**config.mk**
```make
export PLATFORM = sky130hd
export DESIGN_NAME = data_sync
export DESIGN_NICKNAME = d
export VERILOG_FILES = /design/src/rtl/sync_pkg.sv /design/src/rtl/bit_sync.sv /design/src/rtl/data_sync.sv
export SDC_FILE = /design/constraint.sdc
export NUM_CORES = 1
export LEC_CHECK = 0
export BUFFER_PORTS_ARGS = -buffer_cell sky130_fd_sc_hd__buf_4
export CORE_MARGIN = 3
export CORE_UTILIZATION = 49
export DETAILED_ROUTE_END_ITERATION = 12
export PLACE_DENSITY = 0.8
export SLEW_MARGIN = 40
export SYNTH_ARGS = -nofsm -noshare
export SYNTH_HDL_FRONTEND = slang
export SYNTH_SLANG_ARGS = --single-unit
export TNS_END_PERCENT = 50
```
**constraint.sdc**
```tcl
create_clock -name clk -period 2.9 [get_ports clk]
set_input_delay 0.435 -clock clk [delete_from_list [all_inputs] [get_ports clk]]
set_output_delay 0.435 -clock clk [all_outputs]
set_load 0.02 [all_outputs]
```
**src/rtl/sync_pkg.sv**
```systemverilog
// Shared definitions for the data_sync destination-domain synchronizer.
package sync_pkg;

    typedef enum logic {
        ST_IDLE = 1'b0,
        ST_FULL = 1'b1
    } sync_state_e;

    localparam int DEFAULT_NUM_STAGES = 2;
    localparam int DEFAULT_BUS_WIDTH  = 8;
    localparam int DEFAULT_CNT_WIDTH  = 4;

endpackage

```
**src/rtl/bit_sync.sv**
```systemverilog
// Resettable multi-flop synchronizer chain; q is the last stage.
module bit_sync #(
    parameter int WIDTH      = 1,
    parameter int NUM_STAGES = 2
) (
    input  logic             clk,
    input  logic             rst,
    input  logic [WIDTH-1:0] d,
    output logic [WIDTH-1:0] q
);

    logic [NUM_STAGES-1:0][WIDTH-1:0] chain;

    always_ff @(posedge clk) begin
        if (rst) begin
            chain <= '0;
        end else begin
            chain <= {chain[NUM_STAGES-2:0], d};
        end
    end

    assign q = chain[NUM_STAGES-1];

endmodule

```
**src/rtl/data_sync.sv**
```systemverilog
// Synchronizes bus_enable, captures unsync_bus on its rise into a one-word
// valid/ready slot, and flags/counts words dropped while the slot is full.
module data_sync
    import sync_pkg::*;
#(
    parameter int NUM_STAGES = DEFAULT_NUM_STAGES,
    parameter int BUS_WIDTH  = DEFAULT_BUS_WIDTH,
    parameter int CNT_WIDTH  = DEFAULT_CNT_WIDTH
) (
    input  logic                 clk,
    input  logic                 rst,
    input  logic [BUS_WIDTH-1:0] unsync_bus,
    input  logic                 bus_enable,
    input  logic                 out_ready,
    input  logic                 overrun_clr,
    output logic [BUS_WIDTH-1:0] sync_bus,
    output logic                 out_valid,
    output logic                 enable_pulse,
    output logic                 overrun,
    output logic [CNT_WIDTH-1:0] drop_cnt
);

    generate
        if (NUM_STAGES < 2) begin : g_bad_stages
            $error("data_sync: NUM_STAGES must be >= 2");
        end
    endgenerate

    localparam logic [CNT_WIDTH-1:0] CNT_ONE = {{(CNT_WIDTH-1){1'b0}}, 1'b1};

    sync_state_e state;
    logic        en_s;
    logic        en_s_d;
    logic        pulse_c;
    logic        drop_c;

    bit_sync #(
        .WIDTH      (1),
        .NUM_STAGES (NUM_STAGES)
    ) u_en_sync (
        .clk (clk),
        .rst (rst),
        .d   (bus_enable),
        .q   (en_s)
    );

    assign pulse_c = en_s & ~en_s_d;
    // A drop is a new word arriving while the slot is full and not being drained.
    assign drop_c  = (state == ST_FULL) & ~out_ready & pulse_c;

    always_ff @(posedge clk) begin
        if (rst) begin
            en_s_d       <= 1'b0;
            enable_pulse <= 1'b0;
        end else begin
            en_s_d       <= en_s;
            enable_pulse <= pulse_c;
        end
    end

    always_ff @(posedge clk) begin
        if (rst) begin
            state     <= ST_IDLE;
            out_valid <= 1'b0;
            sync_bus  <= '0;
        end else begin
            case (state)
                ST_IDLE: begin
                    if (pulse_c) begin
                        state     <= ST_FULL;
                        out_valid <= 1'b1;
                        sync_bus  <= unsync_bus;
                    end
                end
                ST_FULL: begin
                    if (out_ready) begin
                        if (pulse_c) begin
                            sync_bus <= unsync_bus;
                        end else begin
                            state     <= ST_IDLE;
                            out_valid <= 1'b0;
                        end
                    end
                end
                default: begin
                    state     <= ST_IDLE;
                    out_valid <= 1'b0;
                end
            endcase
        end
    end

    // A drop on the same edge as a clear restarts the count at one.
    always_ff @(posedge clk) begin
        if (rst) begin
            overrun  <= 1'b0;
            drop_cnt <= '0;
        end else if (drop_c) begin
            overrun <= 1'b1;
            if (overrun_clr) begin
                drop_cnt <= CNT_ONE;
            end else if (!(&drop_cnt)) begin
                drop_cnt <= drop_cnt + CNT_ONE;
            end
        end else if (overrun_clr) begin
            overrun  <= 1'b0;
            drop_cnt <= '0;
        end
    end

endmodule

```
After elaboration in Yosys (flattened, before gate mapping):

Index checks and enable logic that the tools add are counted.

* add/subtract/negate cells: 1
* eq/ne operators: 4
* muxes and demuxes: 16
* bitwise gates (word level): 6
* reductions and logical operators: 4

Operators with widths (number)
* 4-bit two-way mux: 4
* 8-bit two-way mux: 2
* 8-bit case mux with 2 select lines: 1
* 2-bit inequality test (second input constant): 4
* 1-bit two-way mux: 7
* 4-bit by 1-bit adder with 4-bit output (second input constant): 1
* 1-bit case mux with 2 select lines: 2
* 4-bit AND reduction: 1
* 1-bit AND: 3
* 1-bit NOT: 3
* 3-bit AND reduction: 1
* 2-bit AND reduction: 1
* 2-bit nonzero test: 1

* bits in registers: 19
* input bits: 13
* output and inout port bits: 15
* logic and storage cells: 40

Longest topological paths before layout:

Gate-level depths: netlist (run 1).

* depth after elaboration: 5
* gate-level depth with buffers: 4
* mapped depth without buffers: 4

Cells and area by module:

From an unflattened synthesis (run 1), not the netlist that was laid out.

* cell total of the unflattened synthesis: 80
* area total of the unflattened synthesis: 763.2 um^2

Modules (own cells, without submodules)
* data_sync: times used 1, cells each 76, area an instance 710.7 um^2, seq. area each 340.3 um^2
* bit_sync: times used 1, cells each 4, area an instance 52.6 um^2, seq. area each 40.0 um^2

Least setup slack after synthesis (run 1):

Ideal clock, no wire load.

* kind: register to register
* start point: register drop_cnt[0]
* end point: register drop_cnt[0]
* library setup time: 132 ps
* arrival: 1202 ps
* data required time: 2768 ps
* setup slack: 1566 ps
* cell stages (with the launch flop): 5
* path buffers: 0
* period minus slack after synthesis: 1334 ps
* cell sequence: dfxtp_1 -> ha_1 -> and3_1 -> o311ai_0 -> a21oi_1

* longest elaborated chain between the ends: 4
* elaborated cells between the ends (all ways): 7
* classes of those cells: add/sub: 1; eq/ne: 1; mux: 3; reduce/logical: 2

RTL lines
* start, declared: RTL line data_sync.sv:20 `output logic [CNT_WIDTH-1:0] drop_cnt`
* start signal, assigned: RTL line data_sync.sv:103 `drop_cnt <= drop_cnt + CNT_ONE;`
* 4-bit by 1-bit adder with 4-bit output: RTL line data_sync.sv:103
* 4-bit two-way mux: RTL line data_sync.sv:102 `end else if (!(&drop_cnt)) begin`
* 4-bit two-way mux: RTL line data_sync.sv:100 `if (overrun_clr) begin`
* 4-bit two-way mux: RTL line data_sync.sv:98 `end else if (drop_c) begin`

Several ways; a longest one is shown, not always the timed one. The select of a mux whose other input is x is not followed.
A chain may end at the register's enable or synchronous reset.

Worst setup path after layout (run 1):

* start point: register drop_cnt[2]
* end point: output port drop_cnt[2]

No word-level cell between the ends.

==> metrics, run 1 <==
Die H between 40 and 50 um; post-synth top area share 0.515; max_slew headroom 0.603; port bufs 27; DRC viols 0; WL per Instance 13.3 um; top cells by area, synth dfxtp_1 (52%), a21oi_1 (8.8%), nand3_1 (6.1%); Core Box Area around 1400 um^2; vias after detailed routing 703; Max Fanout on Critical Path 7; area delta synth->final 31.0%; CP required 2.47 ns; Clock Tree Root clkbuf_4; # nets final 122; period utilisation layout 0.475; Reg clk slew, reported paths ~0.11 ns; crit path kind reg -> out; router iterations before antenna repair 4; Final Max Slew Viols 0; Post-Synthesis Cell Area approximately 740 um^2; Clock Skew between 0.002 and 0.0025 ns; antenna violations before repair 0; largest net degree at the start of global routing 19; Mapped Nets 95; clk sinks 19; met1 wire length ~700 um; CP Data Arrival Time 0.94 ns; Max-Cap Viols 0; Avg Inst Size Synth 9.11 um^2; leakage power 0.403 nW; Setup Total Neg Slack 0 ns; fillers roughly 110; final WL about 1600 um; DRT iter0 DRCs 22; Crit-path slowest cell dfxtp_1; Tot Pwr 448 uW; Mapped Cells 81; sequential element share of the synthesized area 0.515; met3 WL post-DR 103 um; Final ANT Viol Nets 0; status finished clean; final hold vios 0; Worst setup SP type flop; slew at the pin with the worst max-slew slack around 0.6 ns; Max stage delay on crit path about 0.46 ns; TritonCTS clock tree done; WP buf/inv 1; cts bufs inserted 3; Placement Rows 13; Initial Util 0.547; clock latency at the later pin of the worst-skew pair roughly 0.29 ns; crit path capture type primary output; die width between 40 and 50 um; Netlist cell types 24; Longest Clk Path Bufs 2; Worst Slack Setup Final between 1.5 and 2 ns; I/O pin count 28; minimum clock period roughly 1.4 ns; crit-path cells buf_4; unrepaired setup endpoints after global routing no; YS warnings 0; total gr overflow 0; final setup fails 0; global-route wire length before repair approximately 2600 um; htree depth 1; Die ar. ~2000 um^2; met2 routed WL 804 um; area leader, netlist dfxtp_1; P per Cell Area roughly 460 nW/um^2; Avg Vias per Cell 5.76; Max VDD drop roughly 280 uV; # diodes 0; estimated wirelength of the detail-placed design between 1000 and 1500 um; flops & latches, synth 19; routability cong. roughly 0.72; post-CTS resize count 0; total global-route track usage 0.173; crit-path leading delay family flip-flops; CTS Hold Bufs 0; worst slack, placed 1.37 ns; vias in the first global route about 600; share of cells above drive strength 1 0.299; Setup Fix Bufs, Post-CTS 0; Hold WC Path Type in -> reg; f_max ~730 MHz; Max Used Layer met4
## state kept, by name (all words and copies together) (netlist names)
signal / cells
state: 1
enable_pulse: 1
en_s_d: 1
sync_bus: 8
u_en_sync.q: 1
out_valid: 1
overrun: 1
drop_cnt: 4
u_en_sync.chain: 1
## cell families after synthesis
kind of cell             Yosys count  synth area share
AND/OR/NAND/NOR                   26             0.212
adder cells (fa/ha/maj)            1            0.0169
flip-flops                        19             0.515
buffers and inverters              7            0.0373
AO/OA/AOI/OAI                     28             0.219
## synthesized netlist by cell type
library cell  number
ha_1               1
clkbuf_1           3
o311ai_0           1
and4b_1            1
a311oi_1           1
inv_1              2
o21ai_0            9
buf_1              1
o311ai_1           1
nor2b_1            6
and4bb_2           1
and3_1             1
a31oi_1            1
a41oi_1            1
nor2_1             2
buf_2              1
a2111oi_1          1
nand2_1            1
nand2b_1           2
nand4b_1           1
a21oi_1           13
nor4_1             2
dfxtp_1           19
nand3_1            9
## routing by layer
layer,vias up,global-route usage
met5,-,0
met4,0,0.0702
met3,2,0.0398
met2,25,0.275
met1,323,0.225
li1,353,-
## placed cells by master (no fill, tap or decap), types with 2 or more instances in the layout
master,netlist,routed
nand3_1,9,9
buf_4,0,27
dfxtp_1,19,19
clkbuf_4,0,3
nor4_1,2,2
a21oi_1,13,13
nor2_1,2,2
nor2b_1,6,6
nand2b_1,2,2
o21ai_0,9,9
inv_1,2,2
## stage by stage
| stage | utilization | instances | instance area [um^2] | hold slack, ns |
|---|---|---|---|---|
| after detailed placement | 0.696 | 118 | 940 | 0.429 |
| final | 0.716 | 122 | 967 | 0.336 |
| after CTS | 0.716 | 122 | 967 | 0.326 |
| after floorplan | - | 81 | 738 | 0.414 |
| after global placement | 0.696 | 118 | 940 | 0.418 |
| after global routing | 0.716 | 122 | 967 | 0.324 |
## final cells by class
| type | count | area, um^2 | area share |
|---|---|---|---|
| Tap cell | 15 | 18.8 | 0.0194 |
| Multi-Input combinational cell | 55 | 330 | 0.342 |
| Clock buffer | 3 | 22.5 | 0.0233 |
| Inverter | 2 | 7.51 | 0.00776 |
| Timing Repair Buffer | 27 | 203 | 0.210 |
| Clock inverter | 1 | 5.00 | 0.00517 |
| Sequential cell | 19 | 380 | 0.393 |
## power by group
part           internal, mW  total [mW]  switching, mW
registers             0.268       0.271        0.00353
logic                0.0223      0.0454         0.0231
clock network        0.0512       0.131         0.0799
total                 0.341       0.448          0.107
## final timing paths
check | cells after the start | to | start | slack, ns
hold / removal | 2 | drop_cnt[2] | overrun_clr | 0.34
setup / recovery | 1 | drop_cnt[2] | drop_cnt[2] | 1.52
hold reg to reg | 1 | u_en_sync.q | u_en_sync.chain[0] | 0.45
setup reg to reg | 3 | out_valid | u_en_sync.q | 1.53
No activity file was read; power rests on OpenSTA's default activity.
==> run 2: changes to the inputs <==
- ABC_AREA: not set -> 1
- CORE_UTILIZATION: 49 -> 46
- PLACE_DENSITY: 0.8 -> 0.75
- clock period: 2.9 -> 1.3 ns (I/O delays scaled with it)
==> run 2 against run 1 <==
Net effect: register-to-register slack got worse by 1.4 ns; sequential power rose by 130%; combinational power increased to 2.7 times the previous value; die area grew 7.3%; routed wire length fell by 9.2%; critical path type is now reg -> reg; largest cell class unchanged; largest power group unchanged.
==> metrics, run 2 <==
status finished clean; unrepaired setup endpoints after global routing no; Setup Fix Bufs, Post-CTS 0; Post-Synthesis Cell Area 752 um^2; most frequent cells in the layout buf_4 (28), nor2_1 (23), dfxtp_1 (18), inv_1 (10), o21ai_0 (8); estimated wirelength of the detail-placed design roughly 1100 um; Mapped Nets 110; top cells by area, synth dfxtp_1 (51%), nor2_1 (11%), o21ai_0 (5.3%); WL per Instance approximately 10 um; Max-Cap Viols 0; I/O pin count 28; global-route wire length before repair 2430 um; DRC viols 0; Worst setup SP type flop; largest register by flop count sync_bus; Die ar. approximately 2200 um^2; final setup fails 0; total gr overflow 0; worst slack, placed 0.113 ns; biggest regs sync_bus x8, drop_cnt x4; minimum clock period ~1.2 ns; vias in the first global route ~560; Longest Clk Path Bufs 2; clk sinks 19; cell mode on critical path nand3_1; Commonest cells post-synth nor2_1 (23), dfxtp_1 (19), inv_1 (10); Final Max Slew Viols 0; routability cong. 0.840; reg2reg path depth 5; f_max around 870 MHz; area delta synth->final 33.4%; total global-route track usage 0.158; most frequent cell after synthesis nor2_1; Main synth FF type dfxtp_1; leakage power ~0.50 nW; WHS Path Cells 3; YS warnings 0; # nets final 142; fillers roughly 120; crit path kind reg -> reg; sequential element share of the synthesized area 0.506; vias after detailed routing 668; Placement Rows 13; Async SR Flop Fraction 0; final WL 1470 um; Core Box Area 1420 um^2; worst r2r src drop_cnt[1]; Initial Util 0.531; CP Data Arrival Time about 1.4 ns; share of cells above drive strength 1 0.323; period utilisation layout 0.887; post-synth top area share 0.506; Critical Path Stages 5; router iterations before antenna repair 4; max reg flops 8; TritonCTS clock tree done; die width roughly 46 um; largest net degree at the start of global routing 13; Max stage delay on crit path 0.38 ns; Critical Path Source drop_cnt[1]; Avg Vias per Cell around 4.7; slew at the pin with the worst max-slew slack 0.231 ns; DRT iter0 DRCs 15; Setup Total Neg Slack 0 ns; WP buf/inv 0; CP required 1.52 ns; area leader, netlist dfxtp_1; Crit-path slowest cell dfxtp_2; # diodes 0; port bufs 27; number of enable flip-flop cells after synthesis 0; Die H between 40 and 50 um; final hold vios 0; cts bufs inserted 3; Clock Tree Root clkbuf_4; Reg clk slew, reported paths approximately 0.1 ns; flops & latches, synth 19; Max Fanout on Critical Path 5; Netlist cell types 19; Hold WC Path Type in -> reg; crit-path leading delay family flip-flops; Clock Skew 0.00256 ns; crit-path cells ha_1 -> nand3_1 -> nand2_2 -> nand3_1 -> a21oi_1; most common cell after layout, fill and taps aside buf_4; Avg Inst Size Synth 7.83 um^2; Mapped Cells between 90 and 100; Worst Hold Launch bus_enable; antenna violations before repair 0; clock latency at the later pin of the worst-skew pair slightly below 0.3 ns; htree depth 1; max_slew headroom 0.846; P per Cell Area 1020 nW/um^2; Max VDD drop approximately 880 uV; Worst Slack Setup Final ~0.15 ns; Final ANT Viol Nets 0; crit path capture type flop
run 2: repair_timing:
item / CTS / global route
hold endpoints to repair: 0 / 0
gates resized for setup: 0 / 1
hold buffers: 0 / 0
endpoints found under the setup margin: 0 / 3
run 2: cell families (layout without fill, tap and decap cells):
logic type,count (synthesis),after routing,synth area share
adder cells (fa/ha/maj),1,1,0.0166
flip-flops,19,19,0.506
AND/OR/NAND/NOR,44,44,0.276
AO/OA/AOI/OAI,17,17,0.118
XOR/XNOR,1,1,0.0116
buffers and inverters,14,45,0.0715
run 2: metrics by stage:
stage	hold WS, ns	instances	total power [mW]	utilization	instance area [um^2]
after CTS	0.0916	142	1.04	0.708	1000
after global placement	0.389	138	0.749	0.690	976
final	0.102	142	1.02	0.709	1000
after global routing	0.109	142	1.07	0.709	1000
after floorplan	0.280	96	0.687	-	752
after detailed placement	0.396	138	0.750	0.690	976
run 2: path summary, 6_finish.rpt:
check,endpoint,slack (ns)
worst max-delay path,drop_cnt[0],0.15
worst min-delay path,u_en_sync.chain[0],0.10
worst max register to register,drop_cnt[0],0.15
worst min register to register,u_en_sync.q,0.41
run 2: cell type report:
class	count	area [um^2]	share of cell area
tap	15	18.8	0.0187
sequential	19	382	0.380
timing repair buffer	28	210	0.209
inverter	13	48.8	0.0486
clock buffer	4	26.3	0.0262
multi-input combinational	63	318	0.317
run 2: worst register-to-register path: cells and delay by family, from the launching register on:
kind / cells / cell delay, ns
adders and majority gates: 1 / 0.20
AOI/OAI and AO/OA: 1 / 0.15
DFF: 1 / 0.38
and+or+nand+nor: 3 / 0.36
run 2: layer usage:
metal	track usage	share of wire	up-vias
met1	0.212	0.49	280
met5	0	0	-
li1	-	-	368
met2	0.225	0.43	18
met4	0.0511	0.0082	0
met3	0.0664	0.069	2
run 2: report_power, final:
group          internal (mW)  switching [mW]
Sequential             0.603          0.0102
Clock                  0.119           0.169
Combinational         0.0565          0.0665
Total                  0.779           0.246
==> run 3: changes to the inputs <==
- MAX_ROUTING_LAYER: not set -> met4
- SETUP_SLACK_MARGIN: not set -> 0.4
==> run 3 against run 2 <==
Net effect: clock power grew 4%; worst setup slack gained 0.10 ns; first-iteration DRC count shrank 20%; register-to-register slack gained 0.10 ns; global-route usage grew 4.3 points; largest power group unchanged; highest routed layer unchanged.
==> metrics, run 3 (synthesis gave the netlist of run 2 again) <==
CP required ~1.5 ns; most common cell after layout, fill and taps aside buf_4; total global-route track usage 0.200; most frequent cells in the layout buf_4 (28), nor2_1 (17), dfxtp_1 (11), inv_1 (9), nor2_2 (7); crit-path leading delay family flip-flops; share of cells above drive strength 1 0.522; period utilisation layout 0.808; WP buf/inv 0; Avg Vias per Cell a little over 5; final WL 1840 um; WL per Instance roughly 12 um; CTS Hold Bufs 0; clock latency at the later pin of the worst-skew pair 0.30 ns; Max stage delay on crit path 0.39 ns; unrepaired setup endpoints after global routing yes; area delta synth->final 58.4%; leakage power around 0.54 nW; fin cells 149; clk sinks 19; DRC viols 0; router iterations before antenna repair 4; vias in the first global route roughly 690; Clock Skew between 0.006 and 0.007 ns; worst slack, placed 0.258 ns; Final Max Slew Viols 0; crit-path cells ha_4 -> xor2_2 -> nand3_1 -> a21oi_2; Setup Total Neg Slack 0 ns; TritonCTS clock tree done; Worst setup SP type flop; post-route cell area 1190 um^2; minimum clock period 1.05 ns; Longest Clk Path Bufs 2; fin util 0.842; final hold vios 0; crit path capture type flop; routability cong. approximately 0.74; Reg clk slew, reported paths 0.11 ns; Final ANT Viol Nets 0; crit path kind reg -> reg; Die H 46.4 um; Clock Tree Root clkbuf_4; max_slew headroom 0.841; CP Data Arrival Time approximately 1.3 ns; Crit-path slowest cell dfxtp_4; f_max approximately 950 MHz; vias after detailed routing roughly 750; Max VDD drop 928 uV; P per Cell Area slightly below 900 nW/um^2; port bufs 27; cts bufs inserted 3; Worst Slack Setup Final between 0.2 and 0.25 ns; die width about 46 um; hold slack ~0.09 ns; final setup fails 0; # nets final approximately 150; Tot Pwr around 1.0 mW; I/O pin count 28; DRT iter0 DRCs 12; placed insts 137; # diodes 0; total gr overflow 0; Core Box Area roughly 1400 um^2; Placement Rows 13; Die ar. roughly 2200 um^2; biggest regs sync_bus x8, drop_cnt x4; max reg flops 8; antenna violations before repair 0; htree depth 1; dpl cell area roughly 990 um^2; status finished clean; Max Fanout on Critical Path 5; estimated wirelength of the detail-placed design between 1000 and 1500 um; largest register by flop count sync_bus; Initial Util 0.531; global-route wire length before repair slightly below 3000 um; slew at the pin with the worst max-slew slack 0.238 ns; Hold WC Path Type in -> reg; largest net degree at the start of global routing 13; Max-Cap Viols 0
[run 3: changes by cell type in the layout (fill, tap and decap cells not counted), sizes merged]
| cell | before | now |
|---|---|---|
| buf | 28 | 34 |
| clkbuf | 4 | 3 |
| clkinv | 1 | 0 |
| inv | 12 | 14 |
| nor2 | 27 | 28 |
[run 3: routing by layer]
| layer | global-route usage | up-vias | wire (um) |
|---|---|---|---|
| met5 | - | - | 0 |
| met4 | 0.0852 | 0 | 24 |
| met3 | 0.0703 | 5 | 99 |
| met2 | 0.302 | 18 | 917 |
| met1 | 0.239 | 342 | 800 |
| li1 | - | 386 | - |
[run 3: path summary, 6_finish.rpt]
path,startpoint,to,slack (ns),cells past startpoint
worst min-delay path,bus_enable,u_en_sync.chain[0],0.09,3
worst max-delay path,drop_cnt[1],drop_cnt[2],0.25,4
worst min register to register,u_en_sync.chain[0],u_en_sync.q,0.41,2
worst max register to register,drop_cnt[1],drop_cnt[2],0.25,4
[run 3: what timing repair did]
| item | in CTS | in global routing |
|---|---|---|
| setup endpoints to repair | 29 | 29 |
| gates resized for setup | 22 | 14 |
| pin swaps | 9 | 10 |
| gates cloned | 1 | 0 |
| setup buffers | 6 | 1 |
[run 3: area by class of cell]
type	instances	area, um^2
multi-input combinational	64	403
sequential	19	400
timing repair buffer	34	287
fill	93	224
inverter	13	53.8
clock buffer	3	22.5
tap	15	18.8
clock inverter	1	6.26
[run 3: power by group]
group          switching, mW  internal, mW  total (mW)
combinational         0.0762        0.0631       0.139
clock                  0.181         0.119       0.300
sequential            0.0124         0.596       0.608
[run 3: worst min-delay path, cell delays in order]
cell	delay, ns
buf_4	0.08
inv_1	0.03
nor2_1	0.06
